`src/rtl/sine_lut.sv`:
```
// ---------------------------------------------------------------------------
// sine_lut
//
// Quarter-wave sine generator. Maps a 13-bit phase index in the first
// quadrant to an unsigned 15-bit magnitude (held in a 16-bit output whose
// MSB is always 0). A 129-entry quarter-wave table is linearly interpolated
// across 64 fractional steps per segment. The result is registered, so it
// appears exactly one clock after v is presented. The caller handles
// quadrant folding and sign.
//
// Ports
//   clk    in   1   clock, rising edge
//   rst_n  in   1   asynchronous active-low reset, clears sv
//   v      in  13   phase index, 0 = 0 rad, 8191 = just below pi/2
//   sv     out 16   sine magnitude 0..32767, bit 15 always 0
// ---------------------------------------------------------------------------
module sine_lut (
    input  logic        clk,
    input  logic        rst_n,
    input  logic [12:0] v,
    output logic [15:0] sv
);

    localparam int TABLE_LEN = 129;

    // round(32767 * sin((pi/2) * i / 128)), i = 0..128. Entry 128 exists so
    // the last segment has an upper endpoint to interpolate towards.
    localparam logic [14:0] SINE_TABLE [TABLE_LEN] = '{
        15'd0,     15'd402,   15'd804,   15'd1206,  15'd1608,  15'd2009,  15'd2410,  15'd2811,
        15'd3212,  15'd3612,  15'd4011,  15'd4410,  15'd4808,  15'd5205,  15'd5602,  15'd5998,
        15'd6393,  15'd6786,  15'd7179,  15'd7571,  15'd7962,  15'd8351,  15'd8739,  15'd9126,
        15'd9512,  15'd9896,  15'd10278, 15'd10659, 15'd11039, 15'd11417, 15'd11793, 15'd12167,
        15'd12539, 15'd12910, 15'd13279, 15'd13645, 15'd14010, 15'd14372, 15'd14732, 15'd15090,
        15'd15446, 15'd15800, 15'd16151, 15'd16499, 15'd16846, 15'd17189, 15'd17530, 15'd17869,
        15'd18204, 15'd18537, 15'd18868, 15'd19195, 15'd19519, 15'd19841, 15'd20159, 15'd20475,
        15'd20787, 15'd21096, 15'd21403, 15'd21705, 15'd22005, 15'd22301, 15'd22594, 15'd22884,
        15'd23170, 15'd23452, 15'd23731, 15'd24007, 15'd24279, 15'd24547, 15'd24811, 15'd25072,
        15'd25329, 15'd25582, 15'd25832, 15'd26077, 15'd26319, 15'd26556, 15'd26790, 15'd27019,
        15'd27245, 15'd27466, 15'd27683, 15'd27896, 15'd28105, 15'd28310, 15'd28510, 15'd28706,
        15'd28898, 15'd29085, 15'd29268, 15'd29447, 15'd29621, 15'd29791, 15'd29956, 15'd30117,
        15'd30273, 15'd30424, 15'd30571, 15'd30714, 15'd30852, 15'd30985, 15'd31113, 15'd31237,
        15'd31356, 15'd31470, 15'd31580, 15'd31685, 15'd31785, 15'd31880, 15'd31971, 15'd32057,
        15'd32137, 15'd32213, 15'd32285, 15'd32351, 15'd32412, 15'd32469, 15'd32521, 15'd32567,
        15'd32609, 15'd32646, 15'd32678, 15'd32705, 15'd32728, 15'd32745, 15'd32757, 15'd32765,
        15'd32767
    };

    // Segment indices are 8 bits wide so seg_hi can reach entry 128.
    logic [7:0]         seg_lo;
    logic [7:0]         seg_hi;
    logic [5:0]         frac;
    logic signed [23:0] base_s;
    logic signed [23:0] next_s;
    logic signed [23:0] delta_s;
    logic signed [23:0] prod_s;
    logic signed [23:0] interp_s;
    logic [14:0]        sat_val;
    logic [15:0]        sv_next;
    logic [15:0]        sv_reg;

    always_comb begin
        seg_lo  = {1'b0, v[12:6]};
        seg_hi  = seg_lo + 8'd1;
        frac    = v[5:0];
        base_s  = $signed({9'd0, SINE_TABLE[seg_lo]});
        next_s  = $signed({9'd0, SINE_TABLE[seg_hi]});
        delta_s = next_s - base_s;
        // 24-bit signed headroom: |delta| < 2^15 and frac < 2^6, so the
        // product never exceeds 22 bits. +32 rounds the >>6 to nearest.
        prod_s   = delta_s * $signed({18'd0, frac});
        interp_s = base_s + ((prod_s + 24'sd32) >>> 6);

        // Clamp into 0..32767 so bit 15 of the output can never be set.
        if (interp_s < 24'sd0) begin
            sat_val = '0;
        end else if (interp_s > 24'sd32767) begin
            sat_val = 15'h7FFF;
        end else begin
            sat_val = interp_s[14:0];
        end
        sv_next = {1'b0, sat_val};
    end

    // Single output register: gives the one-cycle latency and isolates v
    // from sv combinationally. Reset clears it without waiting for a clock.
    always_ff @(posedge clk or negedge rst_n) begin
        if (!rst_n) begin
            sv_reg <= '0;
        end else begin
            sv_reg <= sv_next;
        end
    end

    assign sv = sv_reg;

endmodule

```
`config.mk`:
```
export PLATFORM = sky130hd
export DESIGN_NAME = sine_lut
export DESIGN_NICKNAME = d
export VERILOG_FILES = /design/src/rtl/sine_lut.sv
export SDC_FILE = /design/constraint.sdc
export NUM_CORES = 1
export LEC_CHECK = 0
export BUFFER_PORTS_ARGS = -buffer_cell sky130_fd_sc_hd__buf_2
export CORE_MARGIN = 3
export CORE_UTILIZATION = 60
export CTS_BUF_LIST = sky130_fd_sc_hd__clkbuf_4 sky130_fd_sc_hd__clkbuf_8 sky130_fd_sc_hd__clkbuf_16
export DETAILED_ROUTE_END_ITERATION = 12
export PLACE_DENSITY = 0.86
export SYNTH_ARGS = -nofsm -noshare
export SYNTH_HDL_FRONTEND = slang
export SYNTH_SLANG_ARGS = --single-unit
```
`constraint.sdc`:
```
create_clock -name clk -period 0.8 [get_ports clk]
set_input_delay 0.12 -clock clk [delete_from_list [all_inputs] [get_ports clk]]
set_output_delay 0.12 -clock clk [all_outputs]
set_load 0.02 [all_outputs]
```
==> metrics.log, run 1 <==
INFO  metric outcome = stopped before the end
INFO  metric failed_stage = 5_1_grt
INFO  metric stop_error = [ERROR GRT-0116] Global routing finished with congestion. Check the congestion regions in the DRC Viewer.
INFO  metric yosysTopAreaCell = sky130_fd_sc_hd__ha_1
INFO  metric postSynth.topFlopCell = sky130_fd_sc_hd__dfrtp_1
INFO  metric synthesis.yosys.warnings = 0
INFO  metric grt_overflow_total = 150
INFO  metric global_route.usage.total = 76.5%
INFO  metric fp-row-count = 47
INFO  metric seq_area_frac_synth = 3.56%
INFO  metric mappedNetlistNets = 1702
INFO  metric synth.cell_area = 0.0105 mm²
INFO  metric first_global_vias = 18.5k
INFO  metric synth.cells.most_frequent = sky130_fd_sc_hd__nand2_1, sky130_fd_sc_hd__inv_1, sky130_fd_sc_hd__nor2_1
INFO  metric post_synth.cell_area_avg = 7.05 µm²
INFO  metric synth_largest_type_area_fraction = 14.6%
INFO  metric ios = 31
INFO  metric largest_net_degree_at_the_start_of_global_routing = 59
INFO  metric cts-root-to-sink-buffers = 2
INFO  metric gp_congestion = 1.17
INFO  metric htree_num_levels = 1
INFO  metric netlist-cell-type-count = 84
INFO  metric dp_area = 0.0139 mm²
INFO  metric clock_tree.root_cell = sky130_fd_sc_hd__clkbuf_16
INFO  metric biggest_area_contributors_in_the_synthesized_netlist = sky130_fd_sc_hd__ha_1, sky130_fd_sc_hd__fa_1, sky130_fd_sc_hd__a21oi_1
INFO  metric chipHeight = 138 µm
INFO  metric initial_utilization = 62.4%
INFO  metric number_of_synthesized_flops_with_an_enable_pin = 0
INFO  metric synthesized_instance_count = 1493
INFO  metric synth-seq-cells = 15
INFO  metric clock_sinks = 15
INFO  metric synth-async-reset-ratio = 100%
INFO  metric synthMostInstantiatedCell = sky130_fd_sc_hd__nand2_1
INFO  metric grt_pass1_wl = 114 mm
INFO  metric tritoncts.num_buffers = 3
INFO  metric post-dp-hpwl = 35.8 mm
INFO  metric floorplan.die.width = 138 µm
INFO  metric numPortBuffers = 29
## cells by family after synthesis
| kind of cell | synth area share (%) |
|---|---|
| buf+inv | 9.03 |
| flops | 3.56 |
| xor+xnor | 3.73 |
| simple gates | 22.1 |
| other cells | 0.0356 |
| fa+ha+maj | 28.2 |
| compound gates | 30.5 |
| mux | 2.83 |
## stage by stage
stage / std cells / hold WS [ns] / TNS (ns) / worst slack, ns
floorplan: 1493 / -0.176 / -121.20 / -8.14
global placement: 2037 / 0.0161 / -128.18 / -8.56
detailed placement: 2037 / 0.0366 / -137.45 / -9.24
CTS: 2090 / 0.316 / -125.24 / -8.30
## metal layers
layer / overflow / track usage, %
met2: 80 / 91.3
met3: 2 / 61.2
met4: 66 / 84.2
met1: 2 / 74.4
met5: 0 / 30.1
## repair_timing
| item | 4_1_cts |
|---|---|
| pin swaps | 119 |
| resized for setup | 196 |
| hold endpoints to repair | 15 |
| setup endpoints to repair | 30 |
| cloned | 3 |
| setup buffers | 45 |
| hold buffers | 1 |
==> run 2, diff against run 1 <==
==> config.mk (replaced) <==
export PLATFORM = sky130hd
export DESIGN_NAME = sine_lut
export DESIGN_NICKNAME = d
export VERILOG_FILES = /design/src/rtl/sine_lut.sv
export SDC_FILE = /design/constraint.sdc
export NUM_CORES = 1
export LEC_CHECK = 0
export BUFFER_PORTS_ARGS = -buffer_cell sky130_fd_sc_hd__buf_2
export CORE_MARGIN = 3
export CORE_UTILIZATION = 40
export DETAILED_ROUTE_END_ITERATION = 12
export PLACE_DENSITY_LB_ADDON = 0.15
export SYNTH_ARGS = -nofsm -noshare
export SYNTH_HDL_FRONTEND = slang
export SYNTH_SLANG_ARGS = --single-unit
==> metrics.log, run 2 <==
INFO  metric cts-root-to-sink-buffers = 2 (unchanged)
INFO  metric fp-row-count = 58 (was 47)
INFO  metric vias_per_cell = 5.73
INFO  metric most_common_cell_after_layout_fill_and_taps_aside = sky130_fd_sc_hd__buf_4
INFO  metric biggest_area_contributors_in_the_synthesized_netlist = sky130_fd_sc_hd__ha_1, sky130_fd_sc_hd__fa_1, sky130_fd_sc_hd__a21oi_1 (unchanged)
INFO  metric fin_crit = 9.10 ns
INFO  metric grt_antenna_before_repair = 0
INFO  metric grt_setup_unrepaired = true
INFO  metric worst_pin_slew = 0.562 ns
INFO  metric htree_num_levels = 1 (unchanged)
INFO  metric postLayoutSetupSlackWorst = -8.30 ns
INFO  metric post_synth.cell_area_avg = 7.05 µm² (unchanged)
INFO  metric synthMostInstantiatedCell = sky130_fd_sc_hd__nand2_1 (unchanged)
INFO  metric wl_per_cell = 18.9 µm
INFO  metric worstSetupPathType = input pin to register
INFO  metric grt_overflow_total = 0
INFO  metric synth.cell_area = 0.0105 mm² (unchanged)
INFO  metric post-dp-hpwl = 33.2 mm (was 35.8 mm)
INFO  metric detailroute.via_count = 12.8k
INFO  metric worst_hold_path_type = input pin to asynchronous set/reset pin
INFO  metric chipHeight = 168 µm (was 138 µm)
INFO  metric report.final.slew_viol_count = 0
INFO  metric cpLargestDelayFamily = adder cells
INFO  metric die_area = 0.0283 mm²
INFO  metric ant_nets = 0
INFO  metric number_of_synthesized_flops_with_an_enable_pin = 0 (unchanged)
INFO  metric finalHoldViolations = 0
INFO  metric synth-seq-cells = 15 (unchanged)
INFO  metric path_max_fanout = 15
INFO  metric setup_viol = 30
INFO  metric clock_tree.root_cell = sky130_fd_sc_hd__clkbuf_16 (unchanged)
INFO  metric netlist-cell-type-count = 84 (unchanged)
INFO  metric placeableCoreArea = 0.0255 mm²
INFO  metric detailedRoute.firstPassIterationCount = 5
INFO  metric drive_above_1_share = 35.3%
INFO  metric worst_path_most_repeated_cell = sky130_fd_sc_hd__buf_4
INFO  metric critical_path.slowest_cell = sky130_fd_sc_hd__fa_1
INFO  metric violated_checks = negative setup slack
INFO  metric seq_area_frac_synth = 3.56% (unchanged)
INFO  metric worst-path-buf-inv = 10
INFO  metric cpPeakStageDelay = 0.63 ns
INFO  metric largest_net_degree_at_the_start_of_global_routing = 59
INFO  metric final_net_count = 2112
INFO  metric largest_register_ff_count = 15
INFO  metric numPortBuffers = 29 (unchanged)
INFO  metric drt_first_iter_violations = 927
INFO  metric ios = 31 (unchanged)
INFO  metric drc = 0
INFO  metric global_route.usage.total = 28.8%
INFO  metric path_clk_slew = 0.04 ns
INFO  metric worst-path-stages = 43
INFO  metric initial_utilization = 41.2% (was 62.4%)
INFO  metric outcome = finished, violations left (was stopped before the end)
INFO  metric fmax = 110 MHz
INFO  metric floorplan.die.width = 168 µm (was 138 µm)
INFO  metric final.setup.tns = -125.08 ns
INFO  metric startpoint_type = input pin
INFO  metric cts_tree = done
INFO  metric wl = 42.2 mm
INFO  metric timing.critical_path.required = 0.91 ns
INFO  metric synthesis.yosys.warnings = 0 (unchanged)
INFO  metric clock_sinks = 15 (unchanged)
INFO  metric most_used_cells_in_the_layout_excluding_fill_and_tap_cells = sky130_fd_sc_hd__buf_4, sky130_fd_sc_hd__nand2_1, sky130_fd_sc_hd__inv_1, sky130_fd_sc_hd__nor2_1, sky130_fd_sc_hd__a21oi_1
INFO  metric synth.cells.most_frequent = sky130_fd_sc_hd__nand2_1, sky130_fd_sc_hd__inv_1, sky130_fd_sc_hd__nor2_1 (unchanged)
INFO  metric antenna_cells_inserted = 0
INFO  metric synth_largest_type_area_fraction = 14.6% (unchanged)
INFO  metric first_global_vias = 12.6k
INFO  metric syn_to_final_growth = 46.8%
INFO  metric synth-async-reset-ratio = 100% (unchanged)
INFO  metric synthesized_instance_count = 1493 (unchanged)
INFO  metric postSynth.topFlopCell = sky130_fd_sc_hd__dfrtp_1 (unchanged)
INFO  metric max_slew_margin = 62.5%
INFO  metric min_period_over_period = 1140%
INFO  metric critical_path_arrival = 9.22 ns
INFO  metric timing.critical_path.to_type = register
INFO  metric gp_congestion = 0.980 (was 1.17)
INFO  metric drv_cap = 0
INFO  metric tritoncts.num_buffers = 3 (unchanged)
INFO  metric yosysTopAreaCell = sky130_fd_sc_hd__ha_1 (unchanged)
INFO  metric mappedNetlistNets = 1702 (unchanged)
INFO  metric grt_pass1_wl = 66.7 mm
## run 2: final cells by class
cell class,count,area (µm²)
fill,2359,10100
multi-input combinational,1232,9950
timing repair buffer,520,4140
inverter,131,508
tap,330,413
sequential,15,375
clock buffer,4,78.8
## run 2: cell families (layout without fill, tap and decap cells)
kind of cell    Yosys count  count (layout)  share of synthesized area, %
buf+inv                 246             655                          9.03
flops                    15              15                          3.56
fa+ha+maj               195             195                          28.2
compound gates          481             481                          30.5
xor+xnor                 44              44                          3.73
simple gates            488             488                          22.1
mux                      23              23                          2.83
other cells               1               1                        0.0356
## run 2: repair_timing
item                                    in CTS  in global routing
setup buffers                               24                 16
hold buffers                                 1                  0
pin swaps                                   79                 56
gates cloned                                 5                  0
hold endpoints to repair                    15                  0
gates resized for setup                    127                 56
endpoints found under the setup margin      30                 30
## run 2: layer usage
metal | routed length [µm] | up-vias | global-route usage, %
met1 | 17700 | 6053 | 37.8
li1 | - | 6109 | -
met4 | 1710 | 0 | 10.4
met3 | 2310 | 109 | 2.16
met5 | 0 | - | 0
met2 | 20500 | 508 | 49.6
## run 2: worst max-delay path by stage
stage | from | end | slack (ns)
6_report | v[8] | sv[5] | -8.30
5_1_grt | v[7] | sv[5] | -8.66
4_1_cts | v[7] | sv[1] | -8.21
3_5_place_dp | v[7] | sv[2] | -8.78
3_3_place_gp | v[6] | sv[2] | -8.68
2_1_floorplan | v[6] | sv[3] | -8.14
## run 2: per-stage QoR
step	std cells	instance area (µm²)	hold slack (ns)	utilization (%)	worst slack, ns
6_report	2232	15500	0.312	60.5	-8.30
2_1_floorplan	1493	10800	-0.176	-	-8.14
4_1_cts	2216	15100	0.323	59.1	-8.21
3_5_place_dp	2184	14300	0.0369	55.9	-8.78
3_3_place_gp	2184	14300	0.0274	55.9	-8.68
5_1_grt	2232	15500	0.360	60.5	-8.66
Power of run 2 is left out: the tool's default activity adds up to more than one toggle a clock period on the data nets, which glitch-free logic cannot reach.
